File: src/rtl/sccb_init_sequencer_if.sv
`default_nettype none
// ============================================================================
// Module   : sccb_init_sequencer_if
// Brief    : Init-ROM read port and SCCB byte-engine handshake bundle.
// Revision : 1.0 - initial release
// ============================================================================
interface sccb_init_sequencer_if #(
  parameter int ROM_AW = 8
);
  logic [ROM_AW-1:0] o_rom_addr;
  logic [23:0]       i_rom_data;
  logic [7:0]        o_tx_data;
  logic              o_tx_start;
  logic              o_tx_stop;
  logic              i_tx_ready;
  logic              i_ack;

  modport master (
    output o_rom_addr, o_tx_data, o_tx_start, o_tx_stop,
    input  i_rom_data, i_tx_ready, i_ack
  );

  modport slave (
    input  o_rom_addr, o_tx_data, o_tx_start, o_tx_stop,
    output i_rom_data, i_tx_ready, i_ack
  );
endinterface
`default_nettype wire

File: src/rtl/sccb_init_sequencer.sv
`default_nettype none
// ============================================================================
// Module   : sccb_init_sequencer
// Brief    : Walks an OV5642 register-init ROM and feeds the SCCB byte engine.
// Revision : 1.0 - initial release
// ============================================================================
module sccb_init_sequencer #(
  parameter logic [7:0]  DEV_ID    = 8'h78,
  parameter int          ROM_AW    = 8,
  parameter int unsigned CLK_FREQ  = 100_000_000,
  parameter int unsigned MS_CYCLES = CLK_FREQ / 1000
) (
  input  wire logic              i_clk,
  input  wire logic              i_rst_n,
  input  wire logic              i_start,
  output logic                   o_busy,
  output logic                   o_done,
  output logic [ROM_AW-1:0]      o_entry_cnt,
  sccb_init_sequencer_if.master  bus
);

  typedef enum logic [3:0] {
    S_IDLE      = 4'd0,
    S_FETCH     = 4'd1,
    S_DECODE    = 4'd2,
    S_ARM       = 4'd3,
    S_XFER      = 4'd4,
    S_WAIT_IDLE = 4'd5,
    S_DELAY     = 4'd6,
    S_NEXT      = 4'd7,
    S_DONE      = 4'd8
  } state_t;

  state_t            state_q;
  logic              busy_q;
  logic              done_q;
  logic [ROM_AW-1:0] rom_addr_q;
  logic [7:0]        tx_data_q;
  logic              tx_start_q;
  logic              tx_stop_q;
  logic [ROM_AW-1:0] entry_cnt_q;
  logic [1:0]        idx_q;
  logic [31:0]       dly_q;
  logic [23:0]       entry_q;
  logic              skip_q;

  logic        w_is_end;
  logic        w_is_dly;
  logic [31:0] w_dly_cycles;
  logic [1:0]  w_next_idx;
  logic [7:0]  w_next_byte;

  assign w_is_end     = (bus.i_rom_data[23:8] == 16'hFFFF);
  assign w_is_dly     = (bus.i_rom_data[23:8] == 16'hFFFE);
  assign w_dly_cycles = {24'd0, bus.i_rom_data[7:0]} * MS_CYCLES;
  assign w_next_idx   = idx_q + 2'd1;

  always_comb begin
    w_next_byte = DEV_ID;
    case (w_next_idx)
      2'd0:    w_next_byte = DEV_ID;
      2'd1:    w_next_byte = entry_q[23:16];
      2'd2:    w_next_byte = entry_q[15:8];
      default: w_next_byte = entry_q[7:0];
    endcase
  end

  always_ff @(posedge i_clk or negedge i_rst_n) begin
    if (!i_rst_n) begin
      state_q     <= S_IDLE;
      busy_q      <= 1'b0;
      done_q      <= 1'b0;
      rom_addr_q  <= '0;
      tx_data_q   <= 8'd0;
      tx_start_q  <= 1'b0;
      tx_stop_q   <= 1'b0;
      entry_cnt_q <= '0;
      idx_q       <= 2'd0;
      dly_q       <= 32'd0;
      entry_q     <= 24'd0;
      skip_q      <= 1'b0;
    end else begin
      tx_start_q <= 1'b0;
      case (state_q)
        S_IDLE, S_DONE: begin
          if (i_start) begin
            state_q     <= S_FETCH;
            rom_addr_q  <= '0;
            entry_cnt_q <= '0;
            done_q      <= 1'b0;
            busy_q      <= 1'b1;
          end
        end
        S_FETCH: state_q <= S_DECODE;
        S_DECODE: begin
          entry_q <= bus.i_rom_data;
          if (w_is_end) begin
            state_q   <= S_DONE;
            done_q    <= 1'b1;
            busy_q    <= 1'b0;
            tx_stop_q <= 1'b0;
          end else if (w_is_dly) begin
            // A zero-length delay skips the DELAY state entirely.
            if (bus.i_rom_data[7:0] == 8'd0) begin
              state_q <= S_NEXT;
            end else begin
              dly_q   <= w_dly_cycles;
              state_q <= S_DELAY;
            end
          end else begin
            tx_data_q <= DEV_ID;
            idx_q     <= 2'd0;
            state_q   <= S_ARM;
          end
        end
        S_ARM: begin
          if (bus.i_tx_ready) begin
            tx_start_q <= 1'b1;
            state_q    <= S_XFER;
          end
        end
        S_XFER: begin
          if (bus.i_ack) begin
            if (idx_q == 2'd3) begin
              state_q     <= S_WAIT_IDLE;
              entry_cnt_q <= entry_cnt_q + ROM_AW'(1);
              tx_stop_q   <= 1'b0;
              skip_q      <= 1'b1;
            end else begin
              idx_q     <= w_next_idx;
              tx_data_q <= w_next_byte;
              tx_stop_q <= (w_next_idx == 2'd3);
            end
          end
        end
        S_WAIT_IDLE: begin
          // Engine still reports ready during the first cycle of its stop phase.
          skip_q <= 1'b0;
          if (!skip_q && bus.i_tx_ready) begin
            state_q <= S_NEXT;
          end
        end
        S_DELAY: begin
          if (dly_q <= 32'd1) begin
            dly_q   <= 32'd0;
            state_q <= S_NEXT;
          end else begin
            dly_q <= dly_q - 32'd1;
          end
        end
        S_NEXT: begin
          if (&rom_addr_q) begin
            state_q   <= S_DONE;
            done_q    <= 1'b1;
            busy_q    <= 1'b0;
            tx_stop_q <= 1'b0;
          end else begin
            rom_addr_q <= rom_addr_q + ROM_AW'(1);
            state_q    <= S_FETCH;
          end
        end
        default: state_q <= S_IDLE;
      endcase
    end
  end

  assign o_busy         = busy_q;
  assign o_done         = done_q;
  assign o_entry_cnt    = entry_cnt_q;
  assign bus.o_rom_addr = rom_addr_q;
  assign bus.o_tx_data  = tx_data_q;
  assign bus.o_tx_start = tx_start_q;
  assign bus.o_tx_stop  = tx_stop_q;

endmodule
`default_nettype wire
File: src/flat_wrapper.sv
// flat-port wrapper written by rule: the top's interface ports become plain ports
module sccb_init_sequencer_flat 
#(
  parameter logic [7:0]  DEV_ID    = 8'h78,
  parameter int          ROM_AW    = 8,
  parameter int unsigned CLK_FREQ  = 100_000_000,
  parameter int unsigned MS_CYCLES = CLK_FREQ / 1000
)
  (i_clk, i_rst_n, i_start, o_busy, o_done, o_entry_cnt, bus_o_rom_addr, bus_o_tx_data, bus_o_tx_start, bus_o_tx_stop, bus_i_rom_data, bus_i_tx_ready, bus_i_ack);
  sccb_init_sequencer_if #(.ROM_AW(ROM_AW)) bus_i ();
  input  wire logic i_clk;
  input  wire logic i_rst_n;
  input  wire logic i_start;
  output logic o_busy;
  output logic o_done;
  output logic [ROM_AW-1:0] o_entry_cnt;
  output wire logic [$bits(bus_i.o_rom_addr)-1:0] bus_o_rom_addr;
  output wire logic [$bits(bus_i.o_tx_data)-1:0] bus_o_tx_data;
  output wire logic [$bits(bus_i.o_tx_start)-1:0] bus_o_tx_start;
  output wire logic [$bits(bus_i.o_tx_stop)-1:0] bus_o_tx_stop;
  input wire logic [$bits(bus_i.i_rom_data)-1:0] bus_i_rom_data;
  input wire logic [$bits(bus_i.i_tx_ready)-1:0] bus_i_tx_ready;
  input wire logic [$bits(bus_i.i_ack)-1:0] bus_i_ack;
  assign bus_o_rom_addr = bus_i.o_rom_addr;
  assign bus_o_tx_data = bus_i.o_tx_data;
  assign bus_o_tx_start = bus_i.o_tx_start;
  assign bus_o_tx_stop = bus_i.o_tx_stop;
  assign bus_i.i_rom_data = bus_i_rom_data;
  assign bus_i.i_tx_ready = bus_i_tx_ready;
  assign bus_i.i_ack = bus_i_ack;
  sccb_init_sequencer #(.DEV_ID(DEV_ID), .ROM_AW(ROM_AW), .CLK_FREQ(CLK_FREQ), .MS_CYCLES(MS_CYCLES)) u_core (.i_clk(i_clk), .i_rst_n(i_rst_n), .i_start(i_start), .o_busy(o_busy), .o_done(o_done), .o_entry_cnt(o_entry_cnt), .bus(bus_i));
endmodule
File: config.mk
export PLATFORM = sky130hd
export DESIGN_NAME = sccb_init_sequencer_flat
export DESIGN_NICKNAME = d
export VERILOG_FILES = /design/src/rtl/sccb_init_sequencer_if.sv /design/src/rtl/sccb_init_sequencer.sv /design/src/flat_wrapper.sv
export SDC_FILE = /design/constraint.sdc
export NUM_CORES = 1
export LEC_CHECK = 0
export CORE_MARGIN = 8
export CORE_UTILIZATION = 53
export CTS_CLUSTER_DIAMETER = 100
export DETAILED_ROUTE_END_ITERATION = 7
export GPL_TIMING_DRIVEN = 0
export PLACE_DENSITY_LB_ADDON = 0.3
export SLEW_MARGIN = 20
export SYNTH_ARGS = -nofsm -noshare
export SYNTH_HDL_FRONTEND = slang
export SYNTH_SLANG_ARGS = --single-unit
File: constraint.sdc
create_clock -name i_clk -period 2.2 [get_ports i_clk]
set_input_delay 0.44 -clock i_clk [delete_from_list [all_inputs] [get_ports i_clk]]
set_output_delay 0.44 -clock i_clk [all_outputs]
set_load 0.005 [all_outputs]
==> summary.txt <==
Status
  – Status: finished, violations left
  – Failing checks: negative setup slack

Critical path
  – Delay-heaviest family, CP: adder cells
  – Crit-path cells: buf_12, ha_4, ha_4, inv_2, fa_1, inv_1, fa_1, ha_4, nor2b_4, o31a_1, o21ai_2, nand2b_1, a31oi_2, xor2_1, o221ai_1
  – Startpoint types: input pin
  – Slowest cell delay on critical path: 0.53 ns
  – Slowest cell on the critical path: fa_1
  – CP Max Fanout: 4
  – WS Path Type: in -> reg
  – CP endpoint kind: flip-flop
  – CP required: 2.41 ns
  – Worst path arrival time: 3.64 ns
  – Most frequent CP cell: ha_4
  – Buf/Inv on CP: 3

Timing
  – RSZ-0062 raised after global routing: true
  – Final clock skew: 0.00675 ns
  – Fin Hold WS: 0.0772 ns
  – Final period utilization: 156%
  – Crit path time final: 3.42 ns
  – Slew @ Worst Pin: 0.548 ns
  – Fmax: 292 MHz
  – Max-slew violations: 0
  – Worst Setup Slack, final: -1.22 ns
  – Sum Neg Setup Slack: -13.63 ns
  – Final Hold Violating Endpoints: 0
  – Final setup violation count: 15
  – Slew margin rel.: 63.5%

Yosys
  – Post-synthesis simple-gate area fraction: 20.5%
  – Cells after Synth: 696
  – Number of synthesized flops with an enable pin: 0
  – Ys flop type: dfrtp_1
  – Xor/xnor share of the synthesized area: 3.52%
  – Main combinational cell family by area after synthesis: simple AND/OR/NAND/NOR gates
  – Post-synthesis adder-cell area fraction: 17.1%
  – #FFs+latches synth: 91
  – Synth cell types: 61
  – Cell area after synthesis: 6230 sq um
  – Synth Area per Inst: 8.95 sq um
  – Sequential element share of the synthesized area: 36.6%
  – Mapped Nets: 803
  – Warnings, synthesis: 0
  – Mux share of post-synthesis cell area: 0.985%
  – Compound-Gate Fraction of Synth Area: 17.9%
  – Fraction of registers with async set/reset: 100%

Routing
  – Routed WL per cell: 18.3 um
  – Routed Antenna Nets: 0
  – DRC: 0
  – DRT Pass-1 Iters: 5
  – DR vias: 5901
  – Vias per cell: 6.13
  – Final wirelength: 17600 um
  – Initial DRC Count: 454

Cells and area
  – Ant. Diodes: 0
  – Post-layout util: 73.4%
  – Area grow syn2layout: 35.2%
  – Fin nets: 921
  – Design Area, Final: 8420 sq um
  – Share of post-route cells with drive strength above 1: 23.9%

Floorplan
  – Die X: 124 um
  – Total core area: 11500 sq um
  – Placement Rows: 39
  – Die area: 15500 sq um
  – IO Pins: 57
  – Starting Density: 54.3%
  – Die H: 124 um

Power and ir drop
  – Leakage: 3.79 nW
  – Overall Power: 0.0103 W
  – Cell Pwr Density: 1220 nW/um^2
  – Max VDD drop: 0.876 mV

Worst hold path
  – Hold Path Class: in -> async

Run
  – Maximum capacitance violations: 0

CTS
  – Clk buf depth: 2
  – Clk sink count: 91
  – CTS tree: built
  – Htree depth: 3
  – Cts bufs inserted: 9
  – Clk_lat worst skew: 0.34 ns
  – Clock slew at reported path FFs: 0.07 ns
  – Clock root buffer: clkbuf_16

GRT
  – Largest net degree at the start of global routing: 52
  – First-pass GRT wire length: 27700 um
  – Total track usage: 21.1%
  – Initial antenna violation count: 0
  – Vias in the first global route: 5756
  – GR Overflow Total: 0

Place
  – DP HPWL: 11900 um
  – GP Congestion: 0.879
  – IO Port Bufs: 56
  – Placed cell area: 7230 sq um
==> registers in the layout (all words and copies together) (netlist names) <==
| signal | count |
|---|---|
| u_core.dly_q | 32 |
| u_core.entry_q | 24 |
| u_core.bus.o_rom_addr | 8 |
| u_core.bus.o_tx_data | 8 |
| u_core.o_entry_cnt | 8 |
| u_core.state_q | 4 |
| u_core.idx_q | 2 |
| u_core.bus.o_tx_start | 1 |
| u_core.bus.o_tx_stop | 1 |
| u_core.o_busy | 1 |
| u_core.o_done | 1 |
| u_core.skip_q | 1 |
==> worst reg2reg max path, stage by stage (launching register included) <==
cell and delay [ns]:
dfrtp_2 0.44, or4_4 0.54, or3_4 0.42, or2_1 0.28, or4_1 0.40, a31oi_1 0.18, o21ai_1 0.08
==> placed cells by master, fill, tap and decap left out, types with 17 or more instances in the layout <==
cell type	n
ha_4	19
nand2_1	96
dfrtp_1	87
o21ai_1	22
o21ai_0	48
inv_1	19
ha_1	43
nand3_1	17
nor2_1	46
a21oi_1	34
clkdlybuf4s50_1	32
buf_4	49
==> what timing repair did <==
action / in CTS / in global routing
hold buffers: 0 / 0
resized for setup: 159 / 49
endpoints found under the setup margin: 58 / 45
gates cloned: 1 / 0
pin swaps: 46 / 42
buffers inserted: 32 / 24
==> metrics by stage <==
stage               worst slack (ns)  instances
finish                         -1.22        962
global route                   -1.36        962
CTS                            -1.18        942
detailed placement             -2.27        896
global placement               -2.56        895
floorplan                      -1.26        696
==> metal layers <==
metal  up-vias  global-route usage [%]  wire length, um
met5         -                       0                0
met4         0                    6.66              460
met3        47                    3.79              967
met2       234                    37.8             9090
met1      2877                    25.0             7100
li1       2743                       -                -
==> Yosys cell counts (all sizes together) (10+ instances only) <==
cell | number | area [sq um]
a21o | 12 | 90.1
a21oi | 40 | 200
a31oi | 10 | 62.6
clkbuf | 23 | 87.6
dfrtp | 91 | 2280
fa | 12 | 240
ha | 66 | 826
inv | 26 | 97.6
nand2 | 99 | 372
nand3 | 19 | 95.1
nand4 | 13 | 81.3
nor2 | 48 | 180
nor3 | 16 | 95.1
o21ai | 75 | 375
xnor2 | 10 | 87.6
xor2 | 15 | 131
==> power by group <==
part / internal (W) / total [W] / switching [W]
Clock: 0.000904 / 0.00161 / 0.000709
Combinational: 0.00272 / 0.00578 / 0.00307
Sequential: 0.00230 / 0.00287 / 0.000568
==> final cells by class <==
class | count | area, sq um
repair buffers | 112 | 1010
flip-flops and latches | 91 | 2280
plain buffers | 24 | 149
multi-input cells | 550 | 4370
fillers | 778 | 3050
inverters | 26 | 115
clock inverters | 7 | 81.3
well taps | 143 | 179
clock buffers | 9 | 225
==> worst paths after layout <==
path	start	endpoint	slack, ns	depth (start not counted)
worst max-delay path	bus_i_rom_data[2]	u_core.dly_q[19]	-1.22	15
worst min-delay path	i_rst_n	u_core.entry_q[22]	0.08	1
worst max register to register	u_core.dly_q[5]	u_core.dly_q[21]	-0.26	6
worst min register to register	u_core.o_busy	u_core.o_busy	0.48	1
max in group asynchronous	i_rst_n	u_core.dly_q[25]	1.46	2
min in group i_clk	bus_i_rom_data[7]	u_core.entry_q[7]	0.40	3
==> cell families after synthesis <==
family / Yosys count
multiplexers: 6
adder cells (fa/ha/maj): 78
flip-flops: 91
XOR/XNOR: 25
AND/OR/NAND/NOR: 257
AO/OA/AOI/OAI: 184
buffers and inverters: 55
No activity file was read; power rests on OpenSTA's default activity.
